**src/rtl/pot_scan_ctrl.sv**
```systemverilog
`default_nettype none
// ============================================================================
// Module   : pot_scan_ctrl
// Purpose  : Round-robin A2D scan of six pots into shadow registers, with the
//            full set committed to the core outputs on a frame-strobe edge.
// Revision : 1.0  initial release
// ============================================================================
module pot_scan_ctrl #(
    parameter int GAP_CYC = 64,
    parameter int TMO_CYC = 1024
) (
    input  logic        clk,
    input  logic        rst_n,
    input  logic        frm_strb,
    output logic        strt_cnv,
    output logic [2:0]  chnnl,
    input  logic        cnv_cmplt,
    input  logic [11:0] res,
    output logic [11:0] LP_pot,
    output logic [11:0] B1_pot,
    output logic [11:0] B2_pot,
    output logic [11:0] B3_pot,
    output logic [11:0] HP_pot,
    output logic [11:0] VOL_pot,
    output logic        scan_done,
    output logic        a2d_err
);

    localparam int                 c_GAP_W    = $clog2(GAP_CYC + 1);
    localparam int                 c_TMO_W    = $clog2(TMO_CYC + 1);
    localparam logic [c_GAP_W-1:0] c_GAP_LAST = c_GAP_W'(GAP_CYC - 1);
    localparam logic [c_TMO_W-1:0] c_TMO_LAST = c_TMO_W'(TMO_CYC - 1);
    localparam logic [2:0]         c_IDX_LAST = 3'd5;

    typedef enum logic [1:0] {
        S_GAP   = 2'd0,
        S_REQ   = 2'd1,
        S_WAIT  = 2'd2,
        S_STORE = 2'd3
    } state_t;

    state_t             r_state;
    state_t             w_state_nxt;
    logic [c_GAP_W-1:0] r_gap_cnt;
    logic [c_TMO_W-1:0] r_tmo_cnt;
    logic [2:0]         r_idx;
    logic [2:0]         r_chnnl;
    logic               r_pend;
    logic               r_frm_q1;
    logic               r_frm_q2;
    logic               r_strt_cnv;
    logic               r_scan_done;
    logic               r_a2d_err;
    logic [11:0]        r_shadow [6];
    logic [11:0]        r_pot    [6];
    logic               w_capture;
    logic               w_timeout;
    logic               w_wrap;
    logic               w_commit;

    function automatic logic [2:0] chan_of(input logic [2:0] idx);
        case (idx)
            3'd0:    return 3'd1;
            3'd1:    return 3'd0;
            3'd2:    return 3'd4;
            3'd3:    return 3'd2;
            3'd4:    return 3'd3;
            3'd5:    return 3'd7;
            default: return 3'd1;
        endcase
    endfunction

    always_comb begin
        w_state_nxt = r_state;
        w_capture   = 1'b0;
        w_timeout   = 1'b0;
        case (r_state)
            S_GAP:   if (r_gap_cnt == c_GAP_LAST) w_state_nxt = S_REQ;
            S_REQ:   w_state_nxt = S_WAIT;
            S_WAIT: begin
                // A completion in the final timeout cycle still wins.
                if (cnv_cmplt) begin
                    w_capture   = 1'b1;
                    w_state_nxt = S_STORE;
                end else if (r_tmo_cnt == c_TMO_LAST) begin
                    w_timeout   = 1'b1;
                    w_state_nxt = S_STORE;
                end
            end
            S_STORE: w_state_nxt = S_GAP;
            default: w_state_nxt = S_GAP;
        endcase
    end

    assign w_wrap   = (r_state == S_STORE) && (r_idx == c_IDX_LAST);
    assign w_commit = r_frm_q1 && !r_frm_q2 && r_pend;

    always_ff @(posedge clk or negedge rst_n) begin
        if (!rst_n) begin
            r_state     <= S_GAP;
            r_gap_cnt   <= '0;
            r_tmo_cnt   <= '0;
            r_idx       <= 3'd0;
            r_chnnl     <= 3'd1;
            r_pend      <= 1'b0;
            r_frm_q1    <= 1'b0;
            r_frm_q2    <= 1'b0;
            r_strt_cnv  <= 1'b0;
            r_scan_done <= 1'b0;
            r_a2d_err   <= 1'b0;
        end else begin
            r_state     <= w_state_nxt;
            r_gap_cnt   <= (r_state == S_GAP)  ? r_gap_cnt + 1'b1 : '0;
            r_tmo_cnt   <= (r_state == S_WAIT) ? r_tmo_cnt + 1'b1 : '0;
            r_frm_q1    <= frm_strb;
            r_frm_q2    <= r_frm_q1;
            r_strt_cnv  <= (r_state == S_REQ);
            r_scan_done <= w_wrap;
            if (r_state == S_GAP && w_state_nxt == S_REQ) r_chnnl <= chan_of(r_idx);
            if (r_state == S_STORE) r_idx <= w_wrap ? 3'd0 : r_idx + 3'd1;
            // A wrap landing on a commit keeps pend set for the new scan.
            if (w_wrap)        r_pend <= 1'b1;
            else if (w_commit) r_pend <= 1'b0;
            if (w_timeout)     r_a2d_err <= 1'b1;
        end
    end

    always_ff @(posedge clk or negedge rst_n) begin
        if (!rst_n) begin
            for (int i = 0; i < 6; i++) begin
                r_shadow[i] <= 12'h000;
                r_pot[i]    <= 12'h000;
            end
        end else begin
            if (w_capture) r_shadow[r_idx] <= res;
            if (w_commit) begin
                for (int i = 0; i < 6; i++) r_pot[i] <= r_shadow[i];
            end
        end
    end

    assign strt_cnv  = r_strt_cnv;
    assign chnnl     = r_chnnl;
    assign scan_done = r_scan_done;
    assign a2d_err   = r_a2d_err;
    assign LP_pot    = r_pot[0];
    assign B1_pot    = r_pot[1];
    assign B2_pot    = r_pot[2];
    assign B3_pot    = r_pot[3];
    assign HP_pot    = r_pot[4];
    assign VOL_pot   = r_pot[5];

endmodule
`default_nettype wire

```
**config.mk**
```make
export PLATFORM = sky130hd
export DESIGN_NAME = pot_scan_ctrl
export DESIGN_NICKNAME = d
export VERILOG_FILES = /design/src/rtl/pot_scan_ctrl.sv
export SDC_FILE = /design/constraint.sdc
export NUM_CORES = 1
export LEC_CHECK = 0
export ABC_AREA = 1
export BUFFER_PORTS_ARGS = -buffer_cell sky130_fd_sc_hd__buf_2
export CORE_MARGIN = 10
export CORE_UTILIZATION = 60
export DETAILED_ROUTE_END_ITERATION = 12
export PLACE_DENSITY_LB_ADDON = 0.1
export SLEW_MARGIN = 40
export SYNTH_ARGS = -nofsm -noshare
export SYNTH_HDL_FRONTEND = slang
export SYNTH_SLANG_ARGS = --single-unit
```
**constraint.sdc**
```tcl
create_clock -name clk -period 2.6 [get_ports clk]
set_input_delay 0.52 -clock clk [delete_from_list [all_inputs] [get_ports clk]]
set_output_delay 0.52 -clock clk [all_outputs]
set_load 0.005 [all_outputs]
```
==> results_dict.tcl, run 1 <==
set metrics [dict create \
    nFillCells 850 \
    avgSynthCellArea_um2 9.48 \
    first_global_vias 5182 \
    slowest_delay_ns 0.41 \
    clock_latency_ns 0.42 \
    worstPathMaxFanout 24 \
    syn-num-nets 756 \
    finalHoldViolCount 0 \
    drt-wirelength-per-cell_um 15.4 \
    numCtsBuffers 17 \
    rrSetupSlack_ns 0.63 \
    rows 39 \
    io_buffers 93 \
    crit_chain "inv_1 > ha_1 > nand2_2 > inv_2 > nand3_2 > o21ai_0" \
    min_path_type "input port to async pin" \
    post_cts_resized 0 \
    synth-edff-count 0 \
    holdBufCountCts 0 \
    fin_cells 974 \
    vias 5135 \
    ios 94 \
    die_x_um 127 \
    drive_gt1_share_pct 18.2 \
    fin_nets 847 \
    gr-total-overflow 0 \
    dp_hpwl_um 10600 \
    startpoint "r_state[0]" \
    setup_viol 0 \
    rr_startpoint "r_state[0]" \
    rsz0062_at_grt "no" \
    start_util_pct 60.9 \
    status "finished, final reports clean" \
    p_leak_nw 4.30 \
    synth.cell_area_um2 6900 \
    grt_use_total_pct 19.1 \
    synthCells 727 \
    synth-seq-cells 176 \
    drc 0 \
    cp-endpoint "r_shadow[22]" \
    first_iter_violations 409 \
    worst_clock_skew_ns 0.00971 \
    async_flop_share_pct 100 \
    drv_cap 0 \
    reg2reg_depth 6 \
    synth.distinct_cells 29 \
    antenna_found_initial 0 \
    wl_um 15000 \
    fin_crit_sh_pct 75.9 \
    arrival_ns 2.30 \
    antenna_left 0 \
    p_per_area_nw_per_um2 1140 \
    grt_max_degree 110 \
    firstDrtPassIters 5 \
    regToRegEndpoint "r_shadow[22]" \
    via_per_inst 5.27 \
    worst_pin_slew_ns 0.721 \
    cts_tree "yes" \
    slew_viol_final 0 \
    diodes 0 \
    core_area_um2 11300 \
    clockBufferDepth 2 \
    synth_flop_cell "dfrtp_1" \
    final_common_cell "nand2_1" \
    cp-start-kind "flop" \
    grt_pass1_wl_um 25200 \
    cts.sinks 176 \
    die_h_um 127 \
    endpoint_kind "flop" \
    worstSetupPathType "flop to flop" \
    htreeDepth 4 \
    place_inst 942 \
    yosysSeqAreaShare_pct 63.9 \
    max_freq_mhz 507 \
    required_ns 2.92 \
    dieArea_um2 16200 \
    yosys_warnings 0 \
    slew_headroom_pct 51.9 \
    area_growth_pct 16.8 \
    root_buffer "clkbuf_16" \
    layout_common_cells "nand2_1, dfrtp_1, o21ai_0" \
    fin_crit_ns 1.97 \
    critPathSlowestCell "dfrtp_1" \
    ir_worst_vdd_mv 0.751 \
    setup-tns-final_ns 0 \
    gp_congestion 0.838 \
    path_clk_slew_ns 0.06 \
    cts_setup_buffers 0 \
]
## sequential cells by signal, indices dropped and copies added, names as in the netlist
signal	flops
a2d_err	1
r_idx	3
B1_pot	12
r_frm_q2	1
LP_pot	12
r_gap_cnt	7
HP_pot	12
strt_cnv	1
r_state	2
r_tmo_cnt	11
scan_done	1
chnnl	3
B2_pot	12
VOL_pot	12
r_shadow	72
B3_pot	12
r_frm_q1	1
r_pend	1
## per-stage QoR
step	cell area [µm²]	hold slack, ns	setup slack [ns]	util [%]	power (W)
after global routing	8060	0.106	0.355	71.2	0.00981
after detailed placement	7500	0.366	0.624	66.2	0.00681
after global placement	7490	0.357	0.798	66.2	0.00665
final	8060	0.0689	0.627	71.2	0.00914
after CTS	8060	0.0923	0.618	71.2	0.00924
after floorplan	6900	0.224	1.19	-	0.00573
## critical path: cells and delay by family (launching register included)
kind                     cells  cell delay [ns]
AND/OR/NAND/NOR              2             0.50
flip-flops                   1             0.41
adder cells (fa/ha/maj)      1             0.41
AO/OA/AOI/OAI                1             0.31
buffers and inverters        2             0.24
## cells in the mapped netlist (2+ instances only)
master / number / area [µm²]
buf_6: 2 / 22.5
inv_1: 66 / 248
nand3_2: 3 / 30.0
o22ai_1: 2 / 12.5
clkbuf_1: 12 / 45.0
a21oi_1: 13 / 65.1
nand2_1: 260 / 976
o21ai_0: 104 / 521
o21ai_2: 8 / 70.1
nor2_2: 2 / 12.5
dfrtp_1: 175 / 4380
buf_4: 2 / 15.0
o21ai_1: 2 / 10.0
nand3_1: 12 / 60.1
nor2_1: 24 / 90.1
nand4_1: 3 / 18.8
inv_2: 2 / 7.51
buf_2: 12 / 60.1
ha_1: 13 / 163
## worst min path at each step
| stage | to | cells past startpoint |
|---|---|---|
| after global placement | r_frm_q2 | 0 |
| after floorplan | B1_pot[0] | 0 |
| after global routing | r_tmo_cnt[4] | 1 |
| after detailed placement | r_frm_q2 | 0 |
| final | r_tmo_cnt[4] | 1 |
| after CTS | B2_pot[0] | 1 |
## power by group
part	total (W)	switching (W)	internal [W]	leakage [nW]
Clock	0.00240	0.00105	0.00135	0.260
Sequential	0.00439	0.000574	0.00382	2.25
Combinational	0.00235	0.00139	0.000960	1.79
Total	0.00914	0.00301	0.00613	4.30
## logic make-up (layout without fill, tap and decap cells)
kind of cell	count (synthesis)	in the layout	share of synthesized area [%]
DFF	176	176	63.9
and+or+nand+nor	308	308	17.7
buffers and inverters	98	202	5.88
adders and majority gates	13	13	2.36
AOI/OAI and AO/OA	132	132	10.2
## metal layers
layer	wire length (µm)	up-vias	GRT usage [%]	share of wire, %
met5	0	-	0	0
met4	223	0	6.90	1.5
met3	1020	19	6.04	6.8
met2	7080	139	29.0	47
met1	6680	2506	25.3	45
li1	-	2471	-	-
## cell type report
class | count | area (µm²) | share of cell area, %
sequential | 176 | 4410 | 54.7
multi-input combinational | 453 | 2090 | 26.0
timing repair buffer | 101 | 561 | 6.96
clock buffer | 21 | 450 | 5.59
inverter | 69 | 259 | 3.22
tap | 143 | 179 | 2.22
clock inverter | 11 | 109 | 1.35
Note: power is estimated with default switching activity, not from simulation.
==> inputs of run 2 (changes only) <==
Settings changed: CORE_UTILIZATION 60 to 51.
Clock period 2.6 ns to 1.8 ns, I/O delays scaled along.
==> run 2 against run 1 <==
Largest power group unchanged; largest cell class unchanged; flip-flop and latch count unchanged; cell area increased by 2.4%; highest routed layer unchanged; combinational power increased by 47%; non-clock buffer count increased by 8.
==> results_dict.tcl, run 2 (synthesized netlist as in run 1, its figures left out) <==
set metrics [dict create \
    p_per_area_nw_per_um2 1640 \
    rsz0062_at_grt "no" \
    cts_setup_buffers 0 \
    worst_pin_slew_ns 0.489 \
    worst_clock_skew_ns 0.00516 \
    status "finished, final reports clean" \
    finalHoldViolCount 0 \
    placed_area_um2 7620 \
    first_global_vias 5133 \
    first_iter_violations 440 \
    worstPathMaxFanout 24 \
    setup-tns-final_ns 0 \
    io_buffers 93 \
    gr-total-overflow 0 \
    fin_crit_sh_pct 86.9 \
    numCtsBuffers 17 \
    wl_um 15400 \
    fin_crit_ns 1.56 \
    grt_use_total_pct 17.6 \
    critPathTopFamily "buffers and inverters" \
    via_per_inst 4.97 \
    fin_cells 1015 \
    area_growth_pct 19.6 \
    slew_headroom_pct 67.4 \
    slowest_delay_ns 0.43 \
    start_util_pct 52.1 \
    rr_startpoint "r_idx[1]" \
    final_common_cell "nand2_1" \
    startpoint "r_idx[1]" \
    p_leak_nw 4.38 \
    arrival_ns 1.92 \
    antenna_left 0 \
    dp_hpwl_um 10800 \
    firstDrtPassIters 5 \
    antenna_found_initial 0 \
    largest_reg_flops 72 \
    clockBufferDepth 2 \
    critPathSlowestCell "dfrtp_1" \
    root_buffer "clkbuf_16" \
    setup_viol 0 \
    worst-path-buf-inv 3 \
    path_clk_slew_ns 0.06 \
    diodes 0 \
    drc 0 \
    drt-wirelength-per-cell_um 15.1 \
    ios 94 \
    die_x_um 136 \
    drive_gt1_share_pct 19.1 \
    cts.sinks 176 \
    crit_chain "inv_1 > ha_1 > inv_1 > nor3_4 > buf_12 > nand2_1 > o21ai_2" \
    grt_pass1_wl_um 25800 \
    cp_common_cell "inv_1" \
    place_inst 982 \
    top_register "r_shadow" \
    core_area_um2 13200 \
    endpoint_kind "flop" \
    min_from "frm_strb" \
    die_h_um 136 \
    worstSetupPathType "flop to flop" \
    fin_nets 855 \
    vias 5047 \
    max_freq_mhz 640 \
    cts_tree "yes" \
    min_path_type "input port to flop" \
    layout_common_cells "nand2_1, dfrtp_1, o21ai_0" \
    drv_cap 0 \
    clock_latency_ns 0.43 \
    grt_max_degree 75 \
    dieArea_um2 18600 \
    htreeDepth 4 \
    rows 42 \
    ir_worst_vdd_mv 0.788 \
    slew_viol_final 0 \
    gp_congestion 0.786 \
    fin_area_um2 8250 \
    cp-start-kind "flop" \
    required_ns 2.16 \
]
run 2: changes by cell type in the layout (fill, tap and decap cells not counted), moves of 2 or more:
cell	before	now
clkinv_2	1	4
clkbuf_1	3	1
clkinvlp_4	4	2
clkinv_4	3	0
buf_12	2	5
clkbuf_8	1	5
buf_4	5	10
run 2: timing repair:
item,CTS,global route
gates resized for setup,0,2
setup endpoints to repair,0,3
hold endpoints to repair,42,0
hold buffers,1,0
run 2: through the flow:
step / total power, W / hold WS (ns) / util, % / setup WS (ns)
global placement: 0.00969 / 0.339 / 57.6 / 0.271
global route: 0.0145 / 0.0344 / 62.3 / 0.0617
CTS: 0.0136 / 0.0327 / 62.2 / 0.160
finish: 0.0135 / 0.0517 / 62.3 / 0.236
floorplan: 0.00828 / 0.0644 / - / 0.391
detailed placement: 0.00988 / 0.343 / 57.6 / 0.174
run 2: layer usage:
metal,GRT usage (%),part of all wire [%]
met5,0,0
met3,5.72,7.5
met4,6.39,1.4
met1,22.9,44
met2,27.2,47
run 2: worst paths after layout:
check / end / slack [ns] / depth (start not counted)
setup / recovery: r_shadow[10] / 0.24 / 7
hold / removal: r_frm_q1 / 0.05 / 1
setup reg to reg: r_shadow[10] / 0.24 / 7
hold reg to reg: r_frm_q2 / 0.39 / 0
max in group asynchronous: chnnl[0] / 0.71 / 3
min in group asynchronous: r_tmo_cnt[9] / 0.45 / 2
run 2: layout make-up:
type | count | area [µm²]
fillers | 1142 | 5000
flip-flops and latches | 176 | 4410
multi-input cells | 453 | 2100
repair buffers | 109 | 657
clock buffers | 23 | 498
inverters | 69 | 259
well taps | 176 | 220
clock inverters | 9 | 104
run 2: power breakdown:
| part | switching, W | internal, W |
|---|---|---|
| Combinational | 0.00202 | 0.00144 |
| Clock | 0.00147 | 0.00222 |
| Sequential | 0.000827 | 0.00552 |
==> inputs of run 3 (changes only) <==
--- a/config.mk
+++ b/config.mk
@@ -8,5 +8,5 @@
 export ABC_AREA = 1
 export BUFFER_PORTS_ARGS = -buffer_cell sky130_fd_sc_hd__buf_2
-export CORE_MARGIN = 10
+export CORE_MARGIN = 2
 export CORE_UTILIZATION = 51
 export DETAILED_ROUTE_END_ITERATION = 12
==> constraint.sdc (replaced) <==
create_clock -name clk -period 1.8 [get_ports clk]
set_input_delay 0.36 -clock clk [delete_from_list [all_inputs] [get_ports clk]]
set_output_delay 0.36 -clock clk [all_outputs]
set_load 0.02 [all_outputs]
==> run 3 against run 2 <==
Flip-flop and latch count unchanged; setup slack worse by 0.0022 ns; hold slack worse by 0.0058 ns; cell area fell by 0.52%; via count hardly changed; sequential power is 0.8% lower; fmax down 0.14%; non-clock buffer count is 4 lower; highest routed layer unchanged.
==> results_dict.tcl, run 3 (synthesized netlist as in run 1, its figures left out) <==
set metrics [dict create \
    status "finished, final reports clean" \
    final_common_cell "nand2_1" \
    path_clk_slew_ns 0.06 \
    worst-path-buf-inv 0 \
    critPathTopFamily "simple AND/OR/NAND/NOR gates" \
    clock_latency_ns 0.43 \
    numCtsBuffers 17 \
    holdWs_ns 0.0459 \
    ir_worst_vdd_mv 0.895 \
    fin_nets 851 \
    root_buffer "clkbuf_16" \
    slowest_delay_ns 0.46 \
    slew_headroom_pct 63.8 \
    grt_max_degree 101 \
    crit_chain "ha_1 > nand2_1 > nor2_1 > nand3_1 > nand2_1 > nand3_1 > nand2_1" \
    p_leak_nw 4.35 \
    worstPathMaxFanout 6 \
    nFillCells 1178 \
    rows 42 \
    cts.sinks 176 \
    clockBufferDepth 2 \
    core_area_um2 13200 \
    gr-total-overflow 0 \
    top_usage_layer "met2" \
    firstDrtPassIters 5 \
    critPathSlowestCell "dfrtp_1" \
    first_iter_violations 303 \
    start_util_pct 52.1 \
    cts_setup_buffers 0 \
    max_freq_mhz 639 \
    worstSetupPathType "flop to flop" \
    area_growth_pct 19.0 \
    via_per_inst 5.00 \
    finalHoldViolCount 0 \
    drive_gt1_share_pct 18.7 \
    p_per_area_nw_per_um2 1740 \
    wl_um 14300 \
    grt_use_total_pct 21.3 \
    slew_viol_final 0 \
    die_h_um 120 \
    grt_pass1_wl_um 24000 \
    drt-wirelength-per-cell_um 14.1 \
    vias 5051 \
    gr-usage-met3_pct 5.33 \
    multi_input_area_um2 2100 \
    rsz0062_at_grt "no" \
    fin_crit_sh_pct 87.0 \
    layout_common_cells "nand2_1, dfrtp_1, o21ai_0" \
    cp-start-kind "flop" \
    setup-tns-final_ns 0 \
    regArea_um2 4410 \
    grtUsageMet2_pct 32.9 \
    diodes 0 \
    ios 94 \
    io_buffers 93 \
    setup_viol 0 \
    htreeDepth 4 \
    cp_common_cell "nand2_1" \
    antenna_left 0 \
    drv_cap 0 \
    arrival_ns 1.93 \
    die_x_um 120 \
    worst_pin_slew_ns 0.543 \
    endpoint_kind "flop" \
    gp_congestion 0.777 \
    antenna_found_initial 0 \
    min_path_type "input port to flop" \
    top_register "r_shadow" \
    largest_reg_flops 72 \
    dieArea_um2 14500 \
    fin_crit_ns 1.57 \
    grtUsageMet1_pct 29.8 \
    first_global_vias 4946 \
    dp_hpwl_um 9700 \
    cts_tree "yes" \
    required_ns 2.16 \
    worst_clock_skew_ns 0.00752 \
    drc 0 \
]
## run 3: cell count changes in the layout (fill, tap and decap cells not counted), sizes merged
cell	change
clkbuf	-5
bufinv	+1
clkinv	+4
buf	-4
## run 3: report_power, final
group | leakage [nW] | switching, W | total (W) | internal (W)
clock | 0.296 | 0.00150 | 0.00371 | 0.00221
combinational | 1.81 | 0.00279 | 0.00423 | 0.00145
sequential | 2.25 | 0.000785 | 0.00630 | 0.00552
## run 3: layout make-up
cell class | count | area share [%]
inverters | 69 | 3.16
well taps | 176 | 2.68
multi-input cells | 453 | 25.6
clock buffers | 18 | 5.35
clock inverters | 14 | 2.01
flip-flops and latches | 176 | 53.7
repair buffers | 105 | 7.49
## run 3: layer usage
layer / up-vias / share of wire (%)
met1: 2439 / 46
met5: - / 0
met4: 0 / 1.4
li1: 2476 / -
met3: 14 / 5.5
met2: 122 / 47
## run 3: path summary, 6_finish.rpt
check | startpoint | endpoint | slack [ns] | cells past startpoint
max reg2reg | r_tmo_cnt[0] | r_state[0] | 0.23 | 7
max in group asynchronous | rst_n | B3_pot[3] | 0.83 | 3
min | frm_strb | r_frm_q1 | 0.05 | 1
min reg2reg | r_frm_q1 | r_frm_q2 | 0.39 | 0
min in group asynchronous | rst_n | r_tmo_cnt[5] | 0.52 | 3
max | r_tmo_cnt[0] | r_state[0] | 0.23 | 7
## run 3: per-stage QoR
stage	power [W]	util [%]	setup slack, ns	std cells	cell area (µm²)
2_1_floorplan	0.00907	-	0.391	727	6900
5_1_grt	0.0153	61.9	0.0990	1011	8200
3_3_place_gp	0.0104	57.2	0.281	978	7580
4_1_cts	0.0144	61.9	0.171	1011	8200
3_5_place_dp	0.0106	57.2	0.192	978	7580
6_report	0.0142	61.9	0.234	1011	8200
## run 3: worst reg2reg max path, cell delays in order (launching register included)
cell and delay, ns:
dfrtp_1 0.46, ha_1 0.29, nand2_1 0.10, nor2_1 0.26
nand3_1 0.19, nand2_1 0.09, nand3_1 0.06, nand2_1 0.06
## run 3: timing repair
action	4_1_cts	5_1_grt
hold buffers	1	0
resized for setup	0	1
endpoints found under the setup margin	0	8
hold endpoints to repair	77	0
